File: config.mk
export PLATFORM = sky130hd
export DESIGN_NAME = wb_stage_pipe
export DESIGN_NICKNAME = d
export VERILOG_FILES = /design/src/rtl/wb_stage_pipe.sv
export SDC_FILE = /design/constraint.sdc
export NUM_CORES = 1
export LEC_CHECK = 0
export ABC_AREA = 0
export CAP_MARGIN = 15
export CORE_MARGIN = 3
export CORE_UTILIZATION = 30
export CTS_CLUSTER_SIZE = 40
export DETAILED_ROUTE_END_ITERATION = 10
export PLACE_DENSITY_LB_ADDON = 0.05
export SLEW_MARGIN = 0
export SYNTH_ARGS = -nofsm -noshare
export SYNTH_HDL_FRONTEND = slang
export SYNTH_SLANG_ARGS = --single-unit
File: constraint.sdc
create_clock -name clk -period 2.4 [get_ports clk]
set_input_delay 0.48 -clock clk [delete_from_list [all_inputs] [get_ports clk]]
set_output_delay 0.48 -clock clk [all_outputs]
set_load 0.01 [all_outputs]
File: src/rtl/wb_stage_pipe.sv
// rtl/wb_stage_pipe.sv - registered MEM/WB stage: result select, sub-word load extract, stall/flush, retire counter
// Optional WB_FWD_EN adds combinational fwd_data/fwd_dest/fwd_we mirrors of the write-back port.
module wb_stage_pipe #(
  parameter int DATA_W     = 32,
  parameter int REG_ADDR_W = 5,
  parameter int CNT_W      = 32
) (
  input  logic                  clk,
  input  logic                  reset,
  input  logic                  stall_i,
  input  logic                  flush_i,
  input  logic                  in_valid,
  input  logic [DATA_W-1:0]     in_alu_result,
  input  logic [DATA_W-1:0]     in_mem_data,
  input  logic [DATA_W-1:0]     in_pc_plus4,
  input  logic [1:0]            in_sel,
  input  logic [2:0]            in_load_type,
  input  logic [1:0]            in_byte_off,
  input  logic                  in_reg_write,
  input  logic [REG_ADDR_W-1:0] in_dest_reg,
  output logic [DATA_W-1:0]     wb_data,
  output logic [REG_ADDR_W-1:0] wb_dest,
  output logic                  wb_we,
  output logic                  wb_valid,
  output logic                  wb_misaligned,
  output logic [CNT_W-1:0]      retired_count
`ifdef WB_FWD_EN
  ,
  output logic [DATA_W-1:0]     fwd_data,
  output logic [REG_ADDR_W-1:0] fwd_dest,
  output logic                  fwd_we
`endif
);

  localparam logic [1:0] SEL_ALU  = 2'b00;
  localparam logic [1:0] SEL_MEM  = 2'b01;
  localparam logic [1:0] SEL_PC4  = 2'b10;
  localparam logic [1:0] SEL_ZERO = 2'b11;

  localparam logic [2:0] LD_WORD = 3'b000;
  localparam logic [2:0] LD_BS   = 3'b001;
  localparam logic [2:0] LD_BU   = 3'b010;
  localparam logic [2:0] LD_HS   = 3'b011;
  localparam logic [2:0] LD_HU   = 3'b100;

  logic [DATA_W-1:0]     wb_data_q, wb_data_d;
  logic [REG_ADDR_W-1:0] wb_dest_q, wb_dest_d;
  logic                  wb_we_q, wb_we_d;
  logic                  wb_valid_q, wb_valid_d;
  logic                  wb_misaligned_q, wb_misaligned_d;
  logic [CNT_W-1:0]      retired_count_q, retired_count_d;

  logic [7:0]        byte_lane;
  logic [15:0]       half_lane;
  logic [DATA_W-1:0] mem_ext;
  logic [DATA_W-1:0] result;
  logic              is_half;
  logic              misaligned;

  // Lanes always come from the low 32 bits, even on wider datapaths.
  always_comb begin
    byte_lane = 8'h00;
    case (in_byte_off)
      2'd0: byte_lane = in_mem_data[7:0];
      2'd1: byte_lane = in_mem_data[15:8];
      2'd2: byte_lane = in_mem_data[23:16];
      2'd3: byte_lane = in_mem_data[31:24];
      default: byte_lane = in_mem_data[7:0];
    endcase
    half_lane = in_byte_off[1] ? in_mem_data[31:16] : in_mem_data[15:0];
  end

  always_comb begin
    mem_ext = in_mem_data;
    case (in_load_type)
      LD_BS:   mem_ext = {{(DATA_W-8){byte_lane[7]}}, byte_lane};
      LD_BU:   mem_ext = {{(DATA_W-8){1'b0}}, byte_lane};
      LD_HS:   mem_ext = {{(DATA_W-16){half_lane[15]}}, half_lane};
      LD_HU:   mem_ext = {{(DATA_W-16){1'b0}}, half_lane};
      LD_WORD: mem_ext = in_mem_data;
      default: mem_ext = in_mem_data;
    endcase
  end

  assign is_half    = (in_load_type == LD_HS) || (in_load_type == LD_HU);
  assign misaligned = (in_sel == SEL_MEM) && is_half && in_byte_off[0];

  always_comb begin
    result = '0;
    case (in_sel)
      SEL_ALU:  result = in_alu_result;
      SEL_MEM:  result = misaligned ? '0 : mem_ext;
      SEL_PC4:  result = in_pc_plus4;
      SEL_ZERO: result = '0;
      default:  result = '0;
    endcase
  end

  // Priority below reset: flush > stall > load.
  always_comb begin
    wb_data_d       = wb_data_q;
    wb_dest_d       = wb_dest_q;
    wb_we_d         = wb_we_q;
    wb_valid_d      = wb_valid_q;
    wb_misaligned_d = wb_misaligned_q;
    retired_count_d = retired_count_q;
    if (flush_i) begin
      wb_data_d       = '0;
      wb_dest_d       = '0;
      wb_we_d         = 1'b0;
      wb_valid_d      = 1'b0;
      wb_misaligned_d = 1'b0;
    end else if (!stall_i) begin
      wb_data_d       = result;
      wb_dest_d       = in_dest_reg;
      wb_valid_d      = in_valid;
      wb_misaligned_d = in_valid && misaligned;
      wb_we_d         = in_valid && in_reg_write && (in_dest_reg != '0) && !misaligned;
      if (in_valid) begin
        retired_count_d = retired_count_q + 1'b1;
      end
    end
  end

  always_ff @(posedge clk) begin
    if (reset) begin
      wb_data_q       <= '0;
      wb_dest_q       <= '0;
      wb_we_q         <= 1'b0;
      wb_valid_q      <= 1'b0;
      wb_misaligned_q <= 1'b0;
      retired_count_q <= '0;
    end else begin
      wb_data_q       <= wb_data_d;
      wb_dest_q       <= wb_dest_d;
      wb_we_q         <= wb_we_d;
      wb_valid_q      <= wb_valid_d;
      wb_misaligned_q <= wb_misaligned_d;
      retired_count_q <= retired_count_d;
    end
  end

  assign wb_data       = wb_data_q;
  assign wb_dest       = wb_dest_q;
  assign wb_we         = wb_we_q;
  assign wb_valid      = wb_valid_q;
  assign wb_misaligned = wb_misaligned_q;
  assign retired_count = retired_count_q;

`ifdef WB_FWD_EN
  // A stalled write is already visible downstream; suppress re-forwarding it.
  assign fwd_data = wb_data_q;
  assign fwd_dest = wb_dest_q;
  assign fwd_we   = wb_we_q & ~stall_i;
`endif

endmodule

==> qor.csv <==
stage,metric,value,unit
run_status,status,"finished, final reports clean",
pwr,Max VDD drop,0.354,mV
timing,WHS,483,ps
finish,"leading cell type in the layout, fill and taps excluded",clkdlybuf4s50_1,
setup_path,Worst Setup SP,in_byte_off[1],
timing,fin crit period,2200,ps
pwr,power density cells,469,nW/um^2
timing,Worst Max-Slew Pin Slew,580,ps
clock_tree,clk slew on worst S/H paths,60,ps
finish,final antenna diode count,0,
logic_synthesis,share of the synthesized area in the top cell type,31.9,%
setup_path,type of the worst setup path,in2reg,
placed_design,# port buffers,185,
floorplanning,die area,16500,um^2
timing,# setup viols final,0,
logic_synthesis,Post-synth EDFFs,0,
placed_design,dpl cells,924,
placed_design,Final GP Congestion,0.860,
detailed_routing,overall routed net length,17.7,mm
clock_tree,CTS buffer count,9,
finish,"commonest non-fill, non-tap cells in the layout","184 x clkdlybuf4s50_1, 76 x a21oi_1, 72 x dfxtp_1, 53 x nor2_1, 39 x o21ai_0",
detailed_routing,post-DR vias/cell,5.52,
detailed_routing,Iter 0 DRT Violations,338,
pwr,Comb pwr share,21.3,%
detailed_routing,number of vias in the routed layout,5187,
grt,initial antenna violation count,0,
floorplanning,die height,129,um
finish,fin cells,940,
pwr,sw frac,26.6,%
clock_tree,CTS tree,built,
logic_synthesis,"FF+latch count, synth",72,
detailed_routing,1st-pass router iterations,5,
logic_synthesis,Synth Flop Type,dfxtp_1,
logic_synthesis,post-synthesis cell count,565,
finish,Nets,866,
clock_tree,Sink Count,72,
pwr,Clk pwr share,41.4,%
logic_synthesis,top post-synthesis cells by area,"dfxtp_1 32%, a21oi_1 8.4%, mux2i_1 6.7%",
logic_synthesis,mapped cell area,4510,um^2
floorplanning,Placeable Area,14600,um^2
timing,Fmax achieved,455,MHz
timing,RSZ-0062 raised after global routing,false,
clock_tree,CTS Root Cell,clkbuf_16,
timing,Final Hold Violating Endpoints,0,
logic_synthesis,Mapped Nets,680,
setup_path,CP required,2630,ps
floorplanning,die width,129,um
flow_run,max-cap violations,0,
clock_tree,htree depth,3,
clock_tree,clock latency on the worst-skew pair,340,ps
grt,total track usage,21.1,%
hold_path,Hold Path Class,reg2reg,
finish,area growth from synthesis to final layout,56.9,%
detailed_routing,DR WL/cell,18.9,um
clock_tree,Max Buffers Root-to-Sink,2,
timing,final period utilization,91.6,%
pwr,total power,3.32,mW
pwr,cell internal pwr,2.44,mW
pwr,LEAKAGE,2.50,nW
timing,"Slew Viols, Final",0,
grt,via count of the first global-routing pass,5140,
placed_design,Post-DP HPWL,13.5,mm
logic_synthesis,Synth area leader,dfxtp_1,
detailed_routing,post-route ant nets,0,
clock_tree,PostCTS Resize Cnt,0,
grt,grt total ovfl,0,
logic_synthesis,Avg Inst Size Synth,7.99,um^2
timing,Rel. slew slack,61.0,%
clock_tree,Post-CTS Setup Bufs,0,
logic_synthesis,"Async S/R FF share, synth",0,%
setup_path,kind of end point of the critical path,register,
setup_path,worst reg2reg startpoint,retired_count[4]$_SDFFE_PP0P_,
clock_tree,cts hold-fix bufs,0,
detailed_routing,DRC errors left,0,
finish,proportion of layout cells with a drive suffix above 1,10.7,%
setup_path,CP Launch Type,input port,
logic_synthesis,Cell variety after synth,54,
timing,Post-Route Skew,7.12,ps
floorplanning,# rows,44,
floorplanning,Starting Density,30.8,%
floorplanning,IO Count,186,
grt,first-pass GRT wire length,27.7,mm
logic_synthesis,synth warn,0,
grt,largest net degree at the start of global routing,40,
setup_path,worst-path maximum fanout,16,
pwr,Net Sw Power,882,uW
pwr,register share of total power,37.3,%
setup_path,arrival time worst endpoint,2420,ps
hold_path,hold path startpoint,wb_misaligned$_SDFFE_PP0N_,
logic_synthesis,"Seq/Total Area, Yosys",31.9,%
-- final timing paths --
check,end,slack [ps],depth (start not counted)
setup / recovery,wb_data[23]$_SDFFE_PP0N_,200,6
setup reg to reg,retired_count[16]$_SDFFE_PP0P_,260,5
hold / removal,wb_misaligned$_SDFFE_PP0N_,480,2
hold reg to reg,wb_misaligned$_SDFFE_PP0N_,480,2
-- metrics by stage --
step	worst slack, ps	instance area [um^2]	util [%]	setup TNS [ps]
after global routing	95.3	7080	48.3	0
after detailed placement	-155	6780	46.3	-2260
after global placement	-28.2	6780	46.3	-353
after floorplan	389	4510	-	0
after CTS	210	7080	48.3	0
final	202	7080	48.3	0
-- layer usage --
layer,part of all wire [%],global-route usage [%],up-vias
met1,48,29.4,2460
met2,44,32.4,192
met4,1.3,5.68,0
met5,0,0,-
li1,-,-,2518
met3,7.4,5.56,17
-- cell usage after synthesis, drive strengths merged (3+ instances only) --
| cell | number |
|---|---|
| a21oi | 76 |
| dfxtp | 72 |
| nor2 | 54 |
| clkbuf | 45 |
| o21ai | 39 |
| mux2i | 30 |
| o221ai | 29 |
| or4 | 22 |
| o31ai | 20 |
| inv | 18 |
| nand2 | 15 |
| nand4 | 12 |
| nor2b | 10 |
| buf | 8 |
| mux2 | 8 |
| or3 | 8 |
| a211oi | 7 |
| a22o | 7 |
| a22oi | 7 |
| nand3 | 7 |
| o211ai | 6 |
| xnor2 | 6 |
| or2 | 5 |
| xor2 | 5 |
| a31oi | 4 |
| a32o | 4 |
| and3 | 4 |
| nor3 | 4 |
| o21bai | 4 |
| nand4bb | 3 |
-- cell type report --
class,instances,area [um^2]
clock buffer,11,243
clock inverter,5,56.3
fill,1436,7560
inverter,18,67.6
multi-input combinational,422,2780
sequential,72,1440
tap,184,230
timing repair buffer,228,2260
-- worst max-delay path, stage by stage --
cell	delay (ps)
clkdlybuf4s50_1	620
mux4_2	550
and3_1	300
buf_12	200
o221ai_1	180
a21oi_1	100
-- state kept, by name, indices dropped and copies added (netlist names) --
name / count
wb_misaligned: 1
wb_we: 1
wb_dest: 5
wb_data: 32
wb_valid: 1
retired_count: 32
-- power groups by stage --
| stage | sequential (mW) | clock (mW) | combinational (mW) |
|---|---|---|---|
| after floorplan | 1.27 | 0 | 0.290 |
| final | 1.24 | 1.38 | 0.707 |
| after global placement | 1.27 | 0 | 0.700 |
| after detailed placement | 1.26 | 0 | 0.705 |
| after global routing | 1.24 | 1.45 | 0.767 |
| after CTS | 1.24 | 1.40 | 0.709 |
-- cell families (layout without fill, tap and decap cells) --
| family | Yosys count | after routing | share of synthesized area (%) |
|---|---|---|---|
| simple gates | 158 | 158 | 19.6 |
| buf+inv | 71 | 262 | 6.41 |
| xor+xnor | 11 | 11 | 2.14 |
| fa+ha+maj | 1 | 1 | 0.277 |
| compound gates | 213 | 213 | 30.5 |
| flops | 72 | 72 | 31.9 |
| mux | 39 | 39 | 9.15 |
Power figures use the tool's default switching activity.
